$ cat config.mk
export PLATFORM = sky130hd
export DESIGN_NAME = multi_cycle_ctrl
export DESIGN_NICKNAME = d
export VERILOG_FILES = /design/src/rtl/mcpu_pkg.sv /design/src/rtl/alu_op_decode.sv /design/src/rtl/multi_cycle_ctrl.sv
export SDC_FILE = /design/constraint.sdc
export NUM_CORES = 1
export LEC_CHECK = 0
export CAP_MARGIN = 10
export CORE_MARGIN = 3
export CORE_UTILIZATION = 35
export CTS_CLUSTER_DIAMETER = 150
export DETAILED_ROUTE_END_ITERATION = 10
export PLACE_DENSITY = 0.76
export RECOVER_POWER = 50
export SLEW_MARGIN = 20
export SYNTH_ARGS = -nofsm -noshare
export SYNTH_HDL_FRONTEND = slang
export SYNTH_SLANG_ARGS = --single-unit
export TNS_END_PERCENT = 100
$ cat constraint.sdc
create_clock -name clk -period 1.45 [get_ports clk]
set_clock_uncertainty 0.1 [all_clocks]
set_input_delay 0.2175 -clock clk [delete_from_list [all_inputs] [get_ports clk]]
set_output_delay 0.2175 -clock clk [all_outputs]
set_load 0.01 [all_outputs]
$ cat src/rtl/mcpu_pkg.sv
// Shared encodings for the multi-cycle CPU controller: FSM states, opcodes, functs, ALU codes, mux selects.
// MCTRL_IMM_EN adds the immediate-ALU states and opcodes.
package mcpu_pkg;

    localparam int unsigned OP_W     = 6;
    localparam int unsigned FUNCT_W  = 6;
    localparam int unsigned ALU_OP_W = 4;
    localparam int unsigned STATE_W  = 4;
    localparam int unsigned SRC_B_W  = 2;
    localparam int unsigned PC_SRC_W = 2;

    typedef enum logic [STATE_W-1:0] {
        ST_FETCH     = 4'd0,
        ST_DECODE    = 4'd1,
        ST_MEM_ADDR  = 4'd2,
        ST_MEM_READ  = 4'd3,
        ST_MEM_WB    = 4'd4,
        ST_MEM_WRITE = 4'd5,
        ST_EXECUTE   = 4'd6,
        ST_ALU_WB    = 4'd7,
        ST_BRANCH    = 4'd8,
        ST_JUMP      = 4'd9
`ifdef MCTRL_IMM_EN
        ,
        ST_IMM_EXEC  = 4'd10,
        ST_IMM_WB    = 4'd11
`endif
    } state_e;

    localparam logic [OP_W-1:0] OP_RTYPE = 6'b000000;
    localparam logic [OP_W-1:0] OP_LW    = 6'b100011;
    localparam logic [OP_W-1:0] OP_SW    = 6'b101011;
    localparam logic [OP_W-1:0] OP_BEQ   = 6'b000100;
    localparam logic [OP_W-1:0] OP_J     = 6'b000010;
    localparam logic [OP_W-1:0] OP_ADDI  = 6'b001000;
    localparam logic [OP_W-1:0] OP_ANDI  = 6'b001100;
    localparam logic [OP_W-1:0] OP_ORI   = 6'b001101;

    localparam logic [FUNCT_W-1:0] FN_ADD = 6'b100000;
    localparam logic [FUNCT_W-1:0] FN_SUB = 6'b100010;
    localparam logic [FUNCT_W-1:0] FN_AND = 6'b100100;
    localparam logic [FUNCT_W-1:0] FN_OR  = 6'b100101;
    localparam logic [FUNCT_W-1:0] FN_SLT = 6'b101010;
    localparam logic [FUNCT_W-1:0] FN_NOR = 6'b100111;

    localparam logic [ALU_OP_W-1:0] ALU_ADD = 4'b0010;
    localparam logic [ALU_OP_W-1:0] ALU_SUB = 4'b0110;
    localparam logic [ALU_OP_W-1:0] ALU_AND = 4'b0000;
    localparam logic [ALU_OP_W-1:0] ALU_OR  = 4'b0001;
    localparam logic [ALU_OP_W-1:0] ALU_SLT = 4'b0111;
    localparam logic [ALU_OP_W-1:0] ALU_NOR = 4'b1100;
    localparam logic [ALU_OP_W-1:0] ALU_NOP = 4'b1111;

    localparam logic [SRC_B_W-1:0] SRC_B_REG    = 2'd0;
    localparam logic [SRC_B_W-1:0] SRC_B_FOUR   = 2'd1;
    localparam logic [SRC_B_W-1:0] SRC_B_IMM    = 2'd2;
    localparam logic [SRC_B_W-1:0] SRC_B_IMM_SH = 2'd3;

    localparam logic [PC_SRC_W-1:0] PC_SRC_ALU     = 2'd0;
    localparam logic [PC_SRC_W-1:0] PC_SRC_ALU_OUT = 2'd1;
    localparam logic [PC_SRC_W-1:0] PC_SRC_JUMP    = 2'd2;

    // ALU operation for an immediate-format opcode; zero-extension for andi/ori lives in the datapath.
    function automatic logic [ALU_OP_W-1:0] imm_alu_op(input logic [OP_W-1:0] op);
        case (op)
            OP_ADDI: imm_alu_op = ALU_ADD;
            OP_ANDI: imm_alu_op = ALU_AND;
            OP_ORI:  imm_alu_op = ALU_OR;
            default: imm_alu_op = ALU_NOP;
        endcase
    endfunction

endpackage

$ cat src/rtl/alu_op_decode.sv
// Combinational R-type funct -> ALU operation mapping with legality flag.
module alu_op_decode
    import mcpu_pkg::*;
(
    input  logic [FUNCT_W-1:0]  funct_i,
    output logic [ALU_OP_W-1:0] alu_op_o,
    output logic                legal_o
);

    always_comb begin
        alu_op_o = ALU_NOP;
        legal_o  = 1'b1;
        case (funct_i)
            FN_ADD:  alu_op_o = ALU_ADD;
            FN_SUB:  alu_op_o = ALU_SUB;
            FN_AND:  alu_op_o = ALU_AND;
            FN_OR:   alu_op_o = ALU_OR;
            FN_SLT:  alu_op_o = ALU_SLT;
            FN_NOR:  alu_op_o = ALU_NOR;
            default: legal_o  = 1'b0;
        endcase
    end

endmodule

$ cat src/rtl/multi_cycle_ctrl.sv
// Multi-cycle MIPS-style control FSM; outputs are decoded from the current state.
// Define MCTRL_IMM_EN to support addi/andi/ori through the IMM_EXEC/IMM_WB states.
module multi_cycle_ctrl
    import mcpu_pkg::*;
(
    input  logic                clk,
    input  logic                rst,
    input  logic [OP_W-1:0]     opcode,
    input  logic [FUNCT_W-1:0]  funct,
    input  logic                alu_zero,
    input  logic                mem_ready,
    output logic                pc_write,
    output logic                pc_write_cond,
    output logic                iord,
    output logic                mem_read,
    output logic                mem_write,
    output logic                ir_write,
    output logic                reg_write,
    output logic                mem_to_reg,
    output logic                reg_dst,
    output logic                alu_src_a,
    output logic [SRC_B_W-1:0]  alu_src_b,
    output logic [PC_SRC_W-1:0] pc_source,
    output logic [ALU_OP_W-1:0] alu_op,
    output logic [STATE_W-1:0]  state,
    output logic                illegal
);

    state_e              state_q;
    state_e              state_d;
    logic [ALU_OP_W-1:0] funct_alu_op;
    logic                funct_legal;
    logic                unused_alu_zero;

    alu_op_decode u_alu_op_decode (
        .funct_i  (funct),
        .alu_op_o (funct_alu_op),
        .legal_o  (funct_legal)
    );

    // Branch gating with alu_zero happens at the PC write enable, outside this block.
    assign unused_alu_zero = alu_zero;
    assign state           = STATE_W'(state_q);

    always_ff @(posedge clk) begin
        if (rst) begin
            state_q <= ST_FETCH;
        end else begin
            state_q <= state_d;
        end
    end

    always_comb begin
        state_d       = state_q;
        pc_write      = 1'b0;
        pc_write_cond = 1'b0;
        iord          = 1'b0;
        mem_read      = 1'b0;
        mem_write     = 1'b0;
        ir_write      = 1'b0;
        reg_write     = 1'b0;
        mem_to_reg    = 1'b0;
        reg_dst       = 1'b0;
        alu_src_a     = 1'b0;
        alu_src_b     = SRC_B_REG;
        pc_source     = PC_SRC_ALU;
        alu_op        = ALU_NOP;
        illegal       = 1'b0;

        case (state_q)
            ST_FETCH: begin
                mem_read  = 1'b1;
                alu_src_b = SRC_B_FOUR;
                alu_op    = ALU_ADD;
                ir_write  = mem_ready;
                pc_write  = mem_ready;
                if (mem_ready) begin
                    state_d = ST_DECODE;
                end
            end
            ST_DECODE: begin
                alu_src_b = SRC_B_IMM_SH;
                alu_op    = ALU_ADD;
                case (opcode)
                    OP_LW, OP_SW: state_d = ST_MEM_ADDR;
                    OP_RTYPE:     state_d = ST_EXECUTE;
                    OP_BEQ:       state_d = ST_BRANCH;
                    OP_J:         state_d = ST_JUMP;
`ifdef MCTRL_IMM_EN
                    OP_ADDI, OP_ANDI, OP_ORI: state_d = ST_IMM_EXEC;
`else
                    OP_ADDI, OP_ANDI, OP_ORI: begin
                        illegal = 1'b1;
                        state_d = ST_FETCH;
                    end
`endif
                    default: begin
                        illegal = 1'b1;
                        state_d = ST_FETCH;
                    end
                endcase
            end
            ST_MEM_ADDR: begin
                alu_src_a = 1'b1;
                alu_src_b = SRC_B_IMM;
                alu_op    = ALU_ADD;
                state_d   = (opcode == OP_SW) ? ST_MEM_WRITE : ST_MEM_READ;
            end
            ST_MEM_READ: begin
                iord     = 1'b1;
                mem_read = 1'b1;
                if (mem_ready) begin
                    state_d = ST_MEM_WB;
                end
            end
            ST_MEM_WRITE: begin
                iord      = 1'b1;
                mem_write = 1'b1;
                if (mem_ready) begin
                    state_d = ST_FETCH;
                end
            end
            ST_MEM_WB: begin
                reg_write  = 1'b1;
                mem_to_reg = 1'b1;
                state_d    = ST_FETCH;
            end
            // An unknown funct is only discovered here, so the illegal pulse comes from EXECUTE.
            ST_EXECUTE: begin
                alu_src_a = 1'b1;
                alu_src_b = SRC_B_REG;
                alu_op    = funct_alu_op;
                if (funct_legal) begin
                    state_d = ST_ALU_WB;
                end else begin
                    illegal = 1'b1;
                    state_d = ST_FETCH;
                end
            end
            ST_ALU_WB: begin
                reg_write = 1'b1;
                reg_dst   = 1'b1;
                state_d   = ST_FETCH;
            end
            ST_BRANCH: begin
                alu_src_a     = 1'b1;
                alu_src_b     = SRC_B_REG;
                alu_op        = ALU_SUB;
                pc_write_cond = 1'b1;
                pc_source     = PC_SRC_ALU_OUT;
                state_d       = ST_FETCH;
            end
            ST_JUMP: begin
                pc_write  = 1'b1;
                pc_source = PC_SRC_JUMP;
                state_d   = ST_FETCH;
            end
`ifdef MCTRL_IMM_EN
            ST_IMM_EXEC: begin
                alu_src_a = 1'b1;
                alu_src_b = SRC_B_IMM;
                alu_op    = imm_alu_op(opcode);
                state_d   = ST_IMM_WB;
            end
            ST_IMM_WB: begin
                reg_write = 1'b1;
                state_d   = ST_FETCH;
            end
`endif
            default: state_d = ST_FETCH;
        endcase
    end

endmodule

==> results.json <==
{
  "grt_max_degree": 9,
  "fillCellCount": 30,
  "cp-start-kind": "flop",
  "synth-seq-area-share_pct": 11.0,
  "cap_violations": 0,
  "maxSlewHeadroom_pct": 71.2,
  "cts_tree": "done",
  "design.die.area_sq_um": 2670,
  "status": "finished, violations left",
  "dp_hpwl_um": 2130,
  "cts_buffers": 3,
  "antenna_found_initial": 0,
  "place_congestion": 0.808,
  "finalNetCount": 210,
  "netlist_area_sq_um": 729,
  "dpl.cell_count": 189,
  "final.setup.worst_slack_ps": -434,
  "wl_met1_um": 1700,
  "cp.required_ps": 1130,
  "yosys_register_bits": 4,
  "slowest_stage": "dfxtp_4",
  "clock_sinks": 4,
  "antenna_cells": 0,
  "num_rows": 15,
  "route.antenna.remaining_nets": 0,
  "syn_avg_cell_area_sq_um": 7.68,
  "drcViolationCount": 0,
  "drive_gt1_share_pct": 71.9,
  "synth_cell_types": 39,
  "worstPathArrival_ps": 1570,
  "fin_crit_ps": 1880,
  "port_buffers": 37,
  "final_cell_mix": "buf_4 (54), buf_6 (20), dlygate4sd2_1 (11)",
  "insertion_delay_ps": 250,
  "critical_path.max_stage_delay_ps": 400,
  "worst_pin_slew_ps": 427,
  "io_pins": 39,
  "start_util_pct": 39.7,
  "coreArea_sq_um": 1840,
  "grt_first_pass_wirelength_um": 5780,
  "max_freq_mhz": 531,
  "path_max_fanout": 7,
  "crit_buf_inv": 2,
  "hold_path.startpoint": "opcode[1]",
  "setup_viol": 22,
  "cp_top_family": "compound AO/OA/AOI/OAI gates",
  "ys_warn_count": 0,
  "areaGrowthSynthToFinish_pct": 145,
  "mostFrequentLayoutCell": "buf_4",
  "wirelength_um": 5380,
  "syn-num-nets": 111,
  "grt_pass1_vias": 1234,
  "viasPerCell": 6.53,
  "regToRegStartpoint": "state[3]",
  "die_width_um": 51.7,
  "finalPower_uw": 613,
  "cts_root_buf": "clkbuf_4",
  "wl_met2_um": 2410,
  "grt_usage_pct": 28.5,
  "highest_layer": "met4",
  "drt-initial-drc-count": 96,
  "synth_cells": 95,
  "wl_per_cell_um": 24.8,
  "cpMostUsedCell": "buf_6",
  "rsz0062_at_grt": "yes",
  "final_cells": 217,
  "dr.pass1.iters": 5,
  "slew_violations": 0,
  "p_per_area_nw_per_um2": 343,
  "endpoint_kind": "primary output",
  "hold_class": "primary input to flop",
  "cp-startpoint": "state[1]",
  "die-height_um": 51.7,
  "criticalPathCategory": "flop to primary output",
  "clkTransAtPathRegs_ps": 40,
  "hold_violations": 0,
  "overflow": 0,
  "violations": "setup timing",
  "largest_register_ffs": 4,
  "ir_worst_vdd_mv": 0.490,
  "clockBufferDepth": 2,
  "met3_length_um": 637,
  "h-tree-depth": 1,
  "path_cells": "buf_6, nand2b_4, a211oi_4, a31oi_2, a41o_1, buf_6",
  "finalCritPeriodShare_pct": 130,
  "p_leak_nw": 0.829,
  "vias": 1417
}
==> worst register-to-register path, stage by stage, from the launching register on <==
cell	delay, ps
dfxtp_4	400
buf_6	140
nand2b_4	150
buf_6	130
buf_4	130
buf_4	140
nor3_4	130
a21oi_1	90
a21oi_1	270
==> synthesized netlist by cell type, drive strengths merged <==
cell	instances	area share, %
a221oi	1	2.1
a41oi	1	1.2
o21bai	1	1.0
nand2b	6	8.2
or3	2	2.4
a211oi	4	5.5
nor2b	5	4.3
dfxtp	4	11
o311ai	1	1.2
nand3	3	2.1
inv	5	2.6
and3	1	1.5
o21a	3	3.1
o32ai	2	2.4
and3b	1	1.2
buf	8	11
a21oi	5	3.9
nor3	6	5.7
a21o	2	2.1
or2b	1	1.0
nand4b	1	1.2
nor4	2	1.7
a41o	2	2.7
nand2	6	3.1
a211o	1	1.2
xnor2	2	2.4
nor2	10	5.8
nor3b	2	2.7
or2	2	1.7
a31oi	4	3.4
o21ai	1	0.69
==> where the power goes <==
group / total, mW / internal (mW) / leakage (nW) / switching (mW)
Clock: 0.155 / 0.0936 / 0.0138 / 0.0610
Combinational: 0.344 / 0.175 / 0.780 / 0.169
Sequential: 0.115 / 0.108 / 0.0355 / 0.00697
==> stage by stage <==
stage | util [%] | worst slack [ps] | hold slack [ps] | setup TNS, ps | area [sq um]
floorplan | - | -109 | 186 | -129 | 758
global placement | 74.5 | -832 | 638 | -8980 | 1370
detailed placement | 74.5 | -943 | 646 | -9750 | 1370
CTS | 85.0 | -311 | 435 | -2750 | 1560
global route | 97.1 | -447 | 478 | -5840 | 1790
finish | 97.1 | -434 | 460 | -5120 | 1790
==> what timing repair did <==
action,in CTS,in global routing
setup endpoints to repair,26,23
pin swaps,19,14
setup buffers,16,10
hold buffers,0,0
hold endpoints to repair,0,0
gates resized for setup,132,38
==> metal layers <==
layer / vias up / GRT usage [%]
li1: 547 / -
met1: 624 / 28.3
met2: 167 / 56.4
met3: 79 / 6.02
met4: 0 / 11.4
met5: - / 0
==> final timing paths <==
kind,to,slack (ps),cells after the start
worst min register to register,state[2],720,4
worst max register to register,state[0],-340,8
worst min-delay path,state[3],460,5
worst max-delay path,alu_op[3],-430,6
==> layout make-up <==
class                   count  area, sq um  area share [%]
repair buffers            102          845            47.3
multi-input cells          78          772            43.2
flip-flops and latches      4         95.1            5.32
well taps                  25         31.3            1.75
clock buffers               3         22.5            1.26
inverters                   5         21.3            1.19
==> logic make-up (layout without fill, tap and decap cells) <==
kind of cell,count (synthesis),in the layout,synth area share (%)
AND/OR/NAND/NOR,48,48,42.7
AO/OA/AOI/OAI,28,28,30.5
buffers and inverters,13,110,13.4
flip-flops,4,4,11.0
XOR/XNOR,2,2,2.40
Power figures use the tool's default switching activity.
